### src/rtl/hk_pkg.sv
// hk_pkg: shared FSM state type and sizing constants for the housekeeping SRAM dump.
package hk_pkg;
  typedef enum logic [2:0] {IDLE, REQ, WAIT, EMIT, DONE} hk_state_t;
  localparam int SRAM_WORDS = 256;
  localparam int BYTES_PER_WORD = 4;
endpackage

### src/rtl/hk_word_serializer.sv
// hk_word_serializer: emits a loaded 32-bit word as 4 little-endian bytes over valid/ready.
module hk_word_serializer
  import hk_pkg::*;
(
  input  logic        core_clk,
  input  logic        core_rst,
  input  logic        load,
  input  logic [31:0] word,
  input  logic        last,
  input  logic        clear,
  output logic        out_valid,
  input  logic        out_ready,
  output logic [7:0]  out_data,
  output logic        out_last,
  output logic        word_done
);
  logic [31:0] word_q;
  logic        last_q;
  logic [1:0]  idx;
  logic [1:0]  idx_n;
  assign idx_n = idx + 2'd1;
  assign word_done = out_valid && out_ready && idx == 2'(BYTES_PER_WORD - 1);
  always_ff @(posedge core_clk or posedge core_rst) begin
    if (core_rst) begin
      word_q    <= '0;
      last_q    <= 1'b0;
      idx       <= '0;
      out_valid <= 1'b0;
      out_data  <= '0;
      out_last  <= 1'b0;
    end else if (clear) begin
      out_valid <= 1'b0;
      out_last  <= 1'b0;
    end else if (load) begin
      word_q    <= word;
      last_q    <= last;
      idx       <= '0;
      out_valid <= 1'b1;
      out_data  <= word[7:0];
      out_last  <= 1'b0;
    end else if (word_done) begin
      out_valid <= 1'b0;
      out_last  <= 1'b0;
    end else if (out_valid && out_ready) begin
      idx      <= idx_n;
      out_data <= 8'(word_q >> {idx_n, 3'b000});
      out_last <= last_q && idx_n == 2'(BYTES_PER_WORD - 1);
    end
  end
endmodule

### src/rtl/hk_sram_dump.sv
// hk_sram_dump: reads consecutive words from the management SRAM read-only port
// and streams them out as little-endian bytes.
module hk_sram_dump
  import hk_pkg::*;
#(
  parameter int ADDR_W = $clog2(SRAM_WORDS),
  parameter int RD_LAT = 1
) (
  input  logic              core_clk,
  input  logic              core_rst,
  input  logic              cmd_valid,
  output logic              cmd_ready,
  input  logic [ADDR_W-1:0] cmd_addr,
  input  logic [ADDR_W:0]   cmd_len,
  input  logic              abort,
  output logic              sram_ro_clk,
  output logic              sram_ro_csb,
  output logic [ADDR_W-1:0] sram_ro_addr,
  input  logic [31:0]       sram_ro_data,
  output logic              out_valid,
  input  logic              out_ready,
  output logic [7:0]        out_data,
  output logic              out_last,
  output logic              busy,
  output logic              done
);
  hk_state_t         state;
  logic [ADDR_W-1:0] cur_addr;
  logic [ADDR_W:0]   rem;
  logic [1:0]        lat_cnt;
  logic              zero_done;
  logic              load;
  logic              clear;
  logic              word_done;
  logic              last_word;
  assign sram_ro_clk  = core_clk;
  assign sram_ro_csb  = state != REQ;
  assign sram_ro_addr = cur_addr;
  assign cmd_ready    = state == IDLE;
  assign busy         = !cmd_ready;
  assign done         = state == DONE || zero_done;
  assign last_word    = rem == (ADDR_W + 1)'(1);
  assign load         = state == WAIT && lat_cnt == '0 && !abort;
  // Abort takes priority over everything except a dump that is already winding down in DONE.
  assign clear        = abort && (state == REQ || state == WAIT || state == EMIT);
  always_ff @(posedge core_clk or posedge core_rst) begin
    if (core_rst) begin
      state     <= IDLE;
      cur_addr  <= '0;
      rem       <= '0;
      lat_cnt   <= '0;
      zero_done <= 1'b0;
    end else begin
      zero_done <= cmd_ready && cmd_valid && cmd_len == '0;
      if (clear) state <= DONE;
      else case (state)
        IDLE: if (cmd_valid) begin
          cur_addr <= cmd_addr;
          rem      <= cmd_len;
          state    <= cmd_len == '0 ? IDLE : REQ;
        end
        REQ: begin
          lat_cnt <= 2'(RD_LAT - 1);
          state   <= WAIT;
        end
        WAIT: if (load) state <= EMIT;
              else lat_cnt <= lat_cnt - 1'b1;
        EMIT: if (word_done) begin
          state <= last_word ? DONE : REQ;
          if (!last_word) begin
            cur_addr <= cur_addr + 1'b1;
            rem      <= rem - 1'b1;
          end
        end
        default: state <= IDLE;
      endcase
    end
  end
  hk_word_serializer u_ser (
    .core_clk  (core_clk),
    .core_rst  (core_rst),
    .load      (load),
    .word      (sram_ro_data),
    .last      (last_word),
    .clear     (clear),
    .out_valid (out_valid),
    .out_ready (out_ready),
    .out_data  (out_data),
    .out_last  (out_last),
    .word_done (word_done)
  );
endmodule

### config.mk
export PLATFORM = sky130hd
export DESIGN_NAME = hk_sram_dump
export DESIGN_NICKNAME = d
export VERILOG_FILES = /design/src/rtl/hk_pkg.sv /design/src/rtl/hk_word_serializer.sv /design/src/rtl/hk_sram_dump.sv
export SDC_FILE = /design/constraint.sdc
export NUM_CORES = 1
export LEC_CHECK = 0
export CAP_MARGIN = 0
export CORE_ASPECT_RATIO = 0.75
export CORE_MARGIN = 2
export CORE_UTILIZATION = 55
export CTS_CLUSTER_DIAMETER = 100
export DETAILED_ROUTE_END_ITERATION = 7
export PLACE_DENSITY = 0.85
export RECOVER_POWER = 25
export SLEW_MARGIN = 20
export SYNTH_ARGS = -nofsm -noshare
export SYNTH_HDL_FRONTEND = slang
export SYNTH_HIERARCHICAL = 1
export SYNTH_SLANG_ARGS = --single-unit
### constraint.sdc
create_clock -name core_clk -period 7.5 [get_ports core_clk]
set_clock_uncertainty 0.2 [all_clocks]
set_input_delay 1.5 -clock core_clk [delete_from_list [all_inputs] [get_ports core_clk]]
set_output_delay 1.5 -clock core_clk [all_outputs]
set_load 0.005 [all_outputs]
# [Word-level counts from Yosys, hierarchy flattened]
# Cells that the tools add are included.
[totals] reg_bits=68 output_inout_bits=23 elab_cells=89
[classes] add_sub_neg=4 n_eq_ne=16 shift=1 n_mux=30 bitwise=1 reduce_logical=26
[ops] cell="$mux W8" count=6
[ops] cell="$shr A32 B5 Y8" count=1
[ops] cell="$mux W9" count=3
[ops] cell="$pmux W9 S2" count=1
[ops] cell="$pmux W8 S2" count=1
[ops] cell="$mux W3" count=5
[ops] cell="$pmux W3 S4" count=1
[ops] cell="$eq A9 B1 Y1 const B" count=1
[ops] cell="$logic_not A9 Y1" count=1
[ops] cell="$reduce_and A3 Y1" count=3
[ops] cell="$sub A9 B1 Y9 const B" count=1
[ops] cell="$add A8 B1 Y8 const B" count=1
[ops] cell="$logic_and A1 B1 Y1" count=8
[ops] cell="$mux W1" count=8
[ops] cell="$mux W2" count=4
[ops] cell="$ne A2 B2 Y1 const B" count=4
[ops] cell="$eq A3 B2 Y1 const B" count=2
[ops] cell="$ne A3 B2 Y1 const B" count=2
[ops] cell="$reduce_bool A2 Y1" count=3
[ops] cell="$reduce_and A5 Y1" count=1
[ops] cell="$eq A2 B2 Y1 const B" count=2
[ops] cell="$pmux W2 S2" count=1
[ops] cell="$reduce_bool A4 Y1" count=1
[ops] cell="$eq A3 B1 Y1 const B" count=1
[ops] cell="other kinds (13)" count=16

# [Longest topological paths before layout]
[logic_depth] depth_word=7 depth_mapped=8

# [Modules after synthesis]
# Netlist, hierarchy kept.
[modules_own_cells] module="hk_word_serializer" n_inst=1 cells_each=231 area_per_inst_um2=2112.0
[modules_own_cells] module="hk_sram_dump" n_inst=1 cells_each=184 area_per_inst_um2=1585.3

==> results.ini <==
[outcome]
status=finished with violations
violations=capacitance limit, slew limit

[place]
io_buffers=76
globalplace.congestion=0.8557
dp_hpwl_mm=6.315
placedCellCount=548

[finish]
layout-drive-gt1-share_pct=10.52
nets=541
antenna_cells=0
fin_cells=566
register_area_um2=1702
multi_input_area_um2=1813
final_core_util_pct=72.59
fillers=484
syn_to_final_growth_pct=25.89

[global_routing]
grt_util_all_layers_pct=25.76
grt_pass1_wl_mm=14.87
grt_pass1_vias=3180
antenna_found_initial=0
grt_max_degree=46
grt.overflow.total=0

[floorplan]
pin_count=77
die-area_um2=7401
die-width_um=98.68
dieHeight_um=75.01
coreArea_um2=6412
start_util_pct=57.66
num_rows=25

[detailed_routing]
vias=3330
dr.pass1.iters=7
via_per_inst=5.883
drc=0
totalWireLength_mm=9.027
wl_per_cell_um=15.95
drtAntennaViolNets=0
drt_iter0_drc=274

[worst_setup_path]
crit_path_frequent_cell=clkbuf_8
cp-start-kind=clock port
cp_max_fo=2
worstPathRequired_ps=5800
crit_slowest_cell=clkdlybuf4s50_1
end_kind=output port
critPathMaxStageDelay_ps=430
path_class=clk -> out
critical_path_arrival_ps=4410
crit_chain=clkbuf_8, clkbuf_8, clkdlybuf4s50_1

[synthesis]
syn_avg_cell_area_um2=8.909
synth_top_family_by_area=simple AND/OR/NAND/NOR gates
ys.warnings.count=6
ys_ff_latch=68
ys_seq_area_share_pct=46.02
synth.area.mux_share_pct=5.212
yosysTopAreaCellShare_pct=46.02
syn-cell-area_um2=3697
synth_top_area_cell=dfrtp_1
ys_types=61
synth_nets=475
synthArstFlopShare_pct=100.0
ys.flop_type=dfrtp_1
synthAdderAreaFrac_pct=2.030
synth-xor-area-share_pct=0.2369
synth_compound_area_share_pct=14.79
yosys.area_share.simple_pct=26.60
postSynthCellCount=415
synth_edf_count=0
synth.area.top_cells=dfrtp_1 (46%), nand2_1 (12%), mux2_2 (4.3%), o21ai_0 (3.0%), nand3_1 (2.4%)

[power]
powerDensity_nw_per_um2=363.2
clock_power_share_pct=19.2
power_frac_comb_pct=40.6
p_sw_share_pct=37.73
power_switching_uw=637.7
p_leak_uw=0.002080
seqPwrFrac_pct=40.2
ir_drop_mv=0.1754
p_int_uw=1053

[sta]
whs_ps=273.5
worstMarginPinSlew_ps=2340
hold_viol=0
fin_setup_tns_ps=0
finalSetupViolations=0
drv_slew=46
rsz0062_at_grt=no
slew_headroom_pct=-56.02

[clock_tree]
cts_tree=built
cts-resized-gates=0
clk_latency_ps=460
holdBufCountCts=0
postCtsSetupBuffers=0
path_clk_slew_ps=60

[min_path]
holdCritPathClass=reg -> reg

[job]
maxCapViolations=1

-- cell families after synthesis --
kind of cell,Yosys count
AND/OR/NAND/NOR,203
AO/OA/AOI/OAI,82
flip-flops,68
buffers and inverters,38
multiplexers,17
adder cells (fa/ha/maj),6
XOR/XNOR,1
-- state kept, by name, summed over array words and instances (netlist names) --
name             cells
lat_cnt              2
rem                  9
sram_ro_addr         8
state                3
u_ser/idx            2
u_ser/last_q         1
u_ser/out_data       8
u_ser/out_last       1
u_ser/out_valid      1
u_ser/word_q        32
zero_done            1
-- power groups by stage --
stage               logic, uW  clock network [uW]  registers, uW
floorplan                 494                8.64            622
global placement          659                11.2            673
detailed placement        682                11.2            683
CTS                       688                 331            677
global route              766                 347            703
finish                    687                 325            679
-- cells in the final DEF (no fill, tap or decap), types with 3 or more instances in the layout --
cell and instances:
nor3_1 5, o2bb2ai_1 3, and3_1 3, a31oi_1 9
ha_1 6, clkdlybuf4s50_1 75, a21oi_1 15, nor2_1 12
o21ai_0 22, nand2b_1 13, dfrtp_1 68, o221ai_1 8
mux2_2 14, nand2_1 120, inv_1 10, o211ai_1 3
or3_1 3, o31ai_1 3, clkbuf_8 14, nand3_1 18
-- worst max-delay path, delay by kind of cell --
kind,cells,cell delay [ps]
buffers and inverters,3,660
-- routing by layer --
metal | vias up | global-route usage [%] | share of wire (%)
met5 | - | 0 | 0
met1 | 1620 | 34.84 | 46
met2 | 111 | 41.12 | 47
li1 | 1583 | - | -
met3 | 16 | 7.335 | 5.5
met4 | 0 | 8.219 | 1.5
-- cell type report --
class / count / share of cell area [%]
flip-flops and latches: 68 / 36.56
well taps: 81 / 2.177
multi-input cells: 309 / 38.95
repair buffers: 78 / 16.53
clock buffers: 15 / 4.355
inverters: 11 / 0.8871
clock inverters: 4 / 0.5376
-- final timing paths --
check | cells after the start | slack [ps] | start | endpoint
min | 2 | 270 | u_ser/word_q[9]$_DFFE_PP0P_ | u_ser/word_q[9]$_DFFE_PP0P_
max in group asynchronous | 3 | 3600 | core_rst | u_ser/out_data[4]$_DFFE_PP0P_
max | 3 | 1390 | core_clk | sram_ro_clk
min reg2reg | 2 | 270 | u_ser/word_q[9]$_DFFE_PP0P_ | u_ser/word_q[9]$_DFFE_PP0P_
min in group asynchronous | 2 | 1510 | core_rst | sram_ro_addr[3]$_DFFE_PP0P_
max reg2reg | 6 | 4110 | state[0]$_DFFE_PP0P_ | u_ser/out_data[6]$_DFFE_PP0P_
-- synth_stat cells, types with 3 or more instances --
cell,number
nand2_1,120
dfrtp_1,68
o21ai_0,22
nand3_1,18
a21oi_1,15
mux2_2,14
clkbuf_1,13
nand2b_1,13
nor2_1,12
inv_1,11
a31oi_1,9
o221ai_1,8
buf_2,7
ha_1,6
nor3_1,5
buf_6,4
and3_1,3
o211ai_1,3
o2bb2ai_1,3
o31ai_1,3
or3_1,3
-- stage by stage --
step | area [um^2] | setup slack (ps) | total power (uW)
global placement | 4441 | 1636 | 1343
finish | 4654 | 1392 | 1691
CTS | 4658 | 1384 | 1696
detailed placement | 4441 | 1636 | 1376
floorplan | 3697 | 1939 | 1125
global route | 4654 | 1365 | 1816
Note: power is estimated with default switching activity, not from simulation.
